<file path="src/rtl/whack_pkg.sv">
// Shared types and widths for the whack-a-mole game datapath.
package whack_pkg;

  localparam int unsigned SPEED_W       = 28;
  localparam int unsigned SCORE_W       = 8;
  localparam int unsigned LEVEL_W       = 3;
  localparam int unsigned TIME_W        = 7;
  localparam int unsigned DEFAULT_SPEED = 99999999;

  typedef enum logic [1:0] {StIdle, StPlay, StOver} state_e;

  function automatic logic [TIME_W-1:0] sat_time(input logic [TIME_W:0]   t,
                                                 input logic [TIME_W-1:0] lim);
    return (t > {1'b0, lim}) ? lim : t[TIME_W-1:0];
  endfunction

endpackage

</file>
<file path="src/rtl/level_controller_tick_gen.sv">
// Free-running one-second prescaler; held at zero while clear is high.
module tick_gen #(
  parameter int unsigned CLK_HZ = 50000000
) (
  input  logic clock,
  input  logic reset,
  input  logic clear,
  output logic tick
);

  localparam int unsigned CntW = (CLK_HZ > 1) ? $clog2(CLK_HZ) : 1;
  localparam logic [CntW-1:0] CntMax = CntW'(CLK_HZ - 1);

  logic [CntW-1:0] count_q;

  assign tick = !clear && (count_q == CntMax);

  always_ff @(posedge clock) begin
    if (reset || clear || tick) begin
      count_q <= '0;
    end else begin
      count_q <= count_q + 1'b1;
    end
  end

endmodule

</file>
<file path="src/rtl/level_controller.sv">
// Game-level FSM: owns game enable, mole speed, level, round timer and final score.
// Optional LEVEL_CONTROLLER_BONUS_TIME_EN adds BONUS_SECONDS to the timer on each level-up.
module level_controller
  import whack_pkg::*;
#(
  parameter int unsigned CLK_HZ           = 50000000,
  parameter int unsigned GAME_SECONDS     = 60,
  parameter int unsigned NUM_LEVELS       = 4,
  parameter int unsigned POINTS_PER_LEVEL = 5,
  parameter int unsigned BASE_SPEED       = DEFAULT_SPEED,
  parameter int unsigned SPEED_STEP       = 20000000,
  parameter int unsigned MIN_SPEED        = 25000000,
  parameter int unsigned BONUS_SECONDS    = 5
) (
  input  logic               clock,
  input  logic               reset,
  input  logic               start,
  input  logic [SCORE_W-1:0] score,
  output logic               game,
  output logic [SPEED_W-1:0] speed,
  output logic [LEVEL_W-1:0] level,
  output logic [TIME_W-1:0]  time_left,
  output logic               level_up,
  output logic               game_over,
  output logic [SCORE_W-1:0] final_score
);

  typedef logic [SPEED_W:0] speed_ext_t;

  localparam logic [SPEED_W-1:0] BaseSpeed = SPEED_W'(BASE_SPEED);
  localparam logic [SPEED_W-1:0] MinSpeed  = SPEED_W'(MIN_SPEED);
  localparam logic [SPEED_W-1:0] StepSpeed = SPEED_W'(SPEED_STEP);
  localparam speed_ext_t         SpeedKnee = speed_ext_t'(MIN_SPEED + SPEED_STEP);
  localparam logic [TIME_W-1:0]  GameTime  = TIME_W'(GAME_SECONDS);
  localparam logic [TIME_W-1:0]  TimeOne   = TIME_W'(1);
  localparam logic [LEVEL_W-1:0] TopLevel  = LEVEL_W'(NUM_LEVELS - 1);
  localparam logic [9:0]         PointsW   = 10'(POINTS_PER_LEVEL);

  if (GAME_SECONDS < 1 || GAME_SECONDS > 127 || NUM_LEVELS < 2 || NUM_LEVELS > 8 ||
      POINTS_PER_LEVEL < 1 || POINTS_PER_LEVEL > 63 || BONUS_SECONDS > 127) begin : g_bad_params
    $error("level_controller: parameter out of range");
  end

  state_e              state_q;
  logic                clear, tick, lvl_up, timeout;
  logic [9:0]          threshold;
  logic [SPEED_W-1:0]  speed_dn;
  logic [TIME_W-1:0]   time_lvl;

  assign clear = (state_q != StPlay);

  tick_gen #(
    .CLK_HZ(CLK_HZ)
  ) u_tick_gen (
    .clock(clock),
    .reset(reset),
    .clear(clear),
    .tick (tick)
  );

  always_comb begin
    threshold = (10'(level) + 10'd1) * PointsW;
    lvl_up    = (level < TopLevel) && ({2'b00, score} >= threshold);
    timeout   = tick && (time_left == TimeOne);
    speed_dn  = ({1'b0, speed} < SpeedKnee) ? MinSpeed : speed - StepSpeed;
`ifdef LEVEL_CONTROLLER_BONUS_TIME_EN
    // A tick landing on the level-up cycle is folded in before the bonus is added.
    time_lvl  = sat_time({1'b0, (tick && time_left > TimeOne) ? time_left - TimeOne : time_left}
                         + (TIME_W + 1)'(BONUS_SECONDS), GameTime);
`else
    time_lvl  = (tick && time_left > TimeOne) ? time_left - TimeOne : time_left;
`endif
  end

  always_ff @(posedge clock) begin
    if (reset) begin
      state_q     <= StIdle;
      game        <= 1'b0;
      speed       <= BaseSpeed;
      level       <= '0;
      time_left   <= GameTime;
      level_up    <= 1'b0;
      game_over   <= 1'b0;
      final_score <= '0;
    end else begin
      level_up <= 1'b0;
      case (state_q)
        StIdle: begin
          game      <= start;
          game_over <= 1'b0;
          speed     <= BaseSpeed;
          level     <= '0;
          time_left <= GameTime;
          if (start) state_q <= StPlay;
        end
        StPlay: begin
          if (!start) begin
            state_q   <= StIdle;
            game      <= 1'b0;
            speed     <= BaseSpeed;
            level     <= '0;
            time_left <= GameTime;
          end else if (timeout) begin
            state_q     <= StOver;
            game        <= 1'b0;
            game_over   <= 1'b1;
            time_left   <= '0;
            final_score <= score;
          end else if (lvl_up) begin
            level     <= level + 1'b1;
            speed     <= speed_dn;
            level_up  <= 1'b1;
            time_left <= time_lvl;
          end else if (tick && time_left > TimeOne) begin
            time_left <= time_left - TimeOne;
          end
        end
        StOver: begin
          if (!start) begin
            state_q   <= StIdle;
            game_over <= 1'b0;
            speed     <= BaseSpeed;
            level     <= '0;
            time_left <= GameTime;
          end
        end
        default: state_q <= StIdle;
      endcase
    end
  end

endmodule

</file>
<file path="config.mk">
export PLATFORM = sky130hd
export DESIGN_NAME = level_controller
export DESIGN_NICKNAME = d
export VERILOG_FILES = /design/src/rtl/whack_pkg.sv /design/src/rtl/level_controller_tick_gen.sv /design/src/rtl/level_controller.sv
export SDC_FILE = /design/constraint.sdc
export NUM_CORES = 1
export LEC_CHECK = 0
export CAP_MARGIN = 30
export CORE_UTILIZATION = 50
export DETAILED_ROUTE_END_ITERATION = 16
export PLACE_DENSITY = 0.75
export SYNTH_ARGS = -nofsm -noshare
export SYNTH_HDL_FRONTEND = slang
export SYNTH_SLANG_ARGS = --single-unit
</file>
<file path="constraint.sdc">
create_clock -name clock -period 4.7 [get_ports clock]
set_clock_uncertainty 0.2 [all_clocks]
set_input_delay 0.94 -clock clock [delete_from_list [all_inputs] [get_ports clock]]
set_output_delay 0.94 -clock clock [all_outputs]
set_load 0.02 [all_outputs]
</file>
==> results_tabular.tex, run 1 <==
\begin{tabular}{lr}
\hline
Metric & Value \\
\hline
\multicolumn{2}{l}{\textbf{Status}} \\
Result of the run & finished clean \\
\multicolumn{2}{l}{\textbf{Global routing}} \\
Initial antenna violation count & 0 \\
Total routing usage reported by global routing & 24.3\% \\
Global-route wire length before repair & 16.4 mm \\
Overall overflow remaining after global route & 0 \\
Number of global-route vias before repair & 3397 \\
Pin count of the biggest net entering global routing & 37 \\
\multicolumn{2}{l}{\textbf{Yosys}} \\
Number of distinct standard cells referenced by the synthesized netlist & 69 \\
Syn Inst Count & 472 \\
Syn Nets & 500 \\
Area leader, netlist & sky130\_fd\_sc\_hd\_\_dfxtp\_1 \\
Yosys Warn Count & 0 \\
Top area cells in the synthesized netlist & sky130\_fd\_sc\_hd\_\_dfxtp\_1 (36\%), sky130\_fd\_sc\_hd\_\_ha\_1 (5.4\%), sky130\_fd\_sc\_hd\_\_nor2\_1 (5.3\%) \\
Avg Synthesized Cell Area & roughly 8.4 um\^{}2 \\
Count of flip-flops with a built-in enable after synthesis & 0 \\
Most used flip-flop cell after synthesis & sky130\_fd\_sc\_hd\_\_dfxtp\_1 \\
Share of synthesized flip-flops with an asynchronous set or reset & 0\% \\
Number of flip-flops and latches in the synthesized netlist & 71 \\
Fraction of the yosys area taken by sequential cells & 36.0\% \\
Area fraction of the dominant cell type after synthesis & 36.0\% \\
Post-synthesis instance area & just under 4000 um\^{}2 \\
\multicolumn{2}{l}{\textbf{Clock tree}} \\
Clock tree from TritonCTS & built \\
Number of buffers created by CTS & 9 \\
Clock latency at the later pin of the worst-skew pair & $\sim$340 ps \\
Clock slew seen by the registers of the worst setup and hold paths & 70 ps \\
Count of hold-fix buffers inserted at cts & 0 \\
Longest Clk Path Bufs & 2 \\
Post-CTS sizing & 0 \\
Library cell used as clock root buffer & sky130\_fd\_sc\_hd\_\_clkbuf\_8 \\
Number of post-CTS setup repair buffers & 0 \\
Number of clock sinks seen by CTS & 71 \\
Count of H-tree levels built during CTS & 3 \\
\multicolumn{2}{l}{\textbf{Critical path}} \\
Endpoint kind of the worst setup timing path & flop \\
Launch point of the worst reg-to-reg path & level[0]\$\_SDFFE\_PP0P\_ \\
Type of the setup path with the least slack & reg -> reg \\
Required time at the worst-slack endpoint & 4700 ps \\
Arrival time at the worst endpoint & 4010 ps \\
Worst setup path startpoint & level[0]\$\_SDFFE\_PP0P\_ \\
Worst r2r path cells & 11 \\
Maximum fanout along the worst path & 9 \\
Startpoint class of the critical path & flop \\
\multicolumn{2}{l}{\textbf{Detailed routing}} \\
1st-pass router iterations & 5 \\
Wirelength, routed & 9.71 mm \\
Routed via count divided by cell count & 5.98 \\
Avg WL per Cell & between 15 and 20 um \\
DRC Markers & 0 \\
First-iteration detailed-routing DRC count & about 280 \\
Antenna violation net count after detailed routing & 0 \\
Total number of vias & 3739 \\
\multicolumn{2}{l}{\textbf{Layout}} \\
Number of filler instances in the final layout & 694 \\
Utilization after layout & 61.6\% \\
Leading cell types in the layout, fill and taps excluded & sky130\_fd\_sc\_hd\_\_dfxtp\_1 (71), sky130\_fd\_sc\_hd\_\_clkdlybuf4s50\_1 (59), sky130\_fd\_sc\_hd\_\_nor2\_1 (56) \\
Number of nets in the final layout & $\sim$550 \\
Leading cell type in the layout, fill and taps excluded & sky130\_fd\_sc\_hd\_\_dfxtp\_1 \\
Area delta synth->final & 19.8\% \\
Ant diodes & 0 \\
Share of post-route cells with drive strength above 1 & 5.35\% \\
\multicolumn{2}{l}{\textbf{STA}} \\
Achievable Freq & 0.250 GHz \\
RSZ-0062 raised after global routing & false \\
Time the final worst path needs with I/O delays and setup & 4000 ps \\
Setup TNS & 0 ps \\
Count of endpoints failing setup in the final report & 0 \\
Final Hold Viols & 0 \\
Pins Over Slew Limit & 0 \\
Pin slew with the least headroom to its limit & 975 ps \\
Slew Limit Headroom & 34.8\% \\
Share of the clock period used by the worst path after layout & 85.2\% \\
\multicolumn{2}{l}{\textbf{Floorplanning}} \\
Die boundary width & 90.9 um \\
Core Box Area & 7690 um\^{}2 \\
Starting density of the core & 51.4\% \\
\# rows & 32 \\
Ports & 60 \\
Area of the die & 8260 um\^{}2 \\
Die height & 90.9 um \\
\multicolumn{2}{l}{\textbf{Hold path}} \\
Class of the worst hold path & reg -> reg \\
Worst hold path cell count & 1 \\
Beginning of the worst hold path & speed[27]\$\_SDFFE\_PP0P\_ \\
\multicolumn{2}{l}{\textbf{Placement}} \\
Final Wtd Congestion & 0.845 \\
Detailed Place HPWL & 6.76 mm \\
Number of buffers inserted by port buffering & 59 \\
\multicolumn{2}{l}{\textbf{Pwr}} \\
Cell Pwr Density & 239 nW/um\^{}2 \\
Maximum vdd drop & approximately 160 uV \\
Leakage Power & $\sim$0.0017 uW \\
\multicolumn{2}{l}{\textbf{Flow run}} \\
\# Max-Cap Violations & 0 \\
\hline
\end{tabular}
where the power goes:
part,switching (uW),internal [uW]
Combinational,50.3,35.5
Clock,216,215
Sequential,7.78,606
worst max-delay path, stage by stage, from the launching register on:
cell,delay (ps)
sky130_fd_sc_hd__dfxtp_1,350
sky130_fd_sc_hd__ha_1,360
sky130_fd_sc_hd__ha_1,210
sky130_fd_sc_hd__ha_1,310
sky130_fd_sc_hd__a21oi_1,70
sky130_fd_sc_hd__or3_1,320
sky130_fd_sc_hd__ha_1,340
sky130_fd_sc_hd__nand4_1,100
sky130_fd_sc_hd__o21ai_0,590
sky130_fd_sc_hd__nand3_1,280
sky130_fd_sc_hd__nor2_1,560
sky130_fd_sc_hd__a32oi_1,180
per-layer routing:
metal	vias to the layer above	GRT usage, %	wire length [um]
li1	1832	-	-
met1	1758	33.6	4620
met2	130	37.2	4370
met3	19	3.54	523
met4	0	11.4	195
met5	-	0	0
cell type report:
class	count	area (um^2)	area share, %
Sequential cell	71	1420	30.0
Timing Repair Buffer	63	621	13.1
Tap cell	102	128	2.70
Clock inverter	1	5.00	0.106
Clock buffer	13	159	3.36
Inverter	21	78.8	1.67
Multi-Input combinational cell	354	2320	49.0
synthesized netlist by cell type, drive strengths merged, types with 4 or more instances:
cell type and count:
or3 9, nor3 15, a31oi 7, nor4b 4, clkbuf 17, xnor2 10, o21ai 31, ha 17
buf 9, and2 5, nand2 26, mux2i 8, a311oi 4, nand4 10, or4 4, dfxtp 71
a21oi 23, xor2 14, a32o 4, nand3 33, and4 6, inv 20, nor2 57, and3 6
flip-flops by register name (all words and copies together), names as in the netlist:
register	count
game	1
final_score	8
time_left	7
u_tick_gen.count_q	26
level_up	1
game_over	1
level	3
state_q	2
speed	22
through the flow:
| step | power [uW] | setup slack, ps | std cells | hold slack (ps) | instance area (um^2) |
|---|---|---|---|---|---|
| 3_5_place_dp | 712 | 794 | 611 | 261 | 4570 |
| 2_1_floorplan | 680 | 1150 | 472 | 238 | 3950 |
| 3_3_place_gp | 711 | 949 | 611 | 258 | 4570 |
| 5_1_grt | 1170 | 396 | 625 | 307 | 4730 |
| 4_1_cts | 1140 | 771 | 625 | 278 | 4730 |
| 6_report | 1130 | 696 | 625 | 280 | 4730 |
worst paths after layout:
path	endpoint	slack, ps
max reg2reg	speed[14]$_SDFFE_PP1P_	700
min reg2reg	speed[27]$_SDFFE_PP0P_	280
max	speed[14]$_SDFFE_PP1P_	700
min	speed[27]$_SDFFE_PP0P_	280
kinds of logic after synthesis:
kind of cell	count (synthesis)	synth area share, %
fa+ha+maj	18	5.64
simple gates	195	26.4
xor+xnor	24	5.32
flops	71	36.0
buf+inv	47	5.29
mux	8	2.03
compound gates	109	19.3
Power figures use the tool's default switching activity.
==> run 2, diff against run 1 <==
--- a/config.mk
+++ b/config.mk
@@ -8,6 +8,7 @@
 export CAP_MARGIN = 30
 export CORE_UTILIZATION = 50
 export DETAILED_ROUTE_END_ITERATION = 16
+export GPL_ROUTABILITY_DRIVEN = 0
 export PLACE_DENSITY = 0.75
 export SYNTH_ARGS = -nofsm -noshare
 export SYNTH_HDL_FRONTEND = slang
==> results of run 2 <==
Final layout, timing and power as in run 1 (identical DEF).
==> run 3, diff against run 2 <==
--- a/config.mk
+++ b/config.mk
@@ -7,6 +7,7 @@
 export LEC_CHECK = 0
 export CAP_MARGIN = 30
 export CORE_UTILIZATION = 50
+export CTS_CLUSTER_SIZE = 24
 export DETAILED_ROUTE_END_ITERATION = 16
 export GPL_ROUTABILITY_DRIVEN = 0
 export PLACE_DENSITY = 0.75
==> results of run 3 <==
Final layout, timing and power as in run 1 (identical DEF).
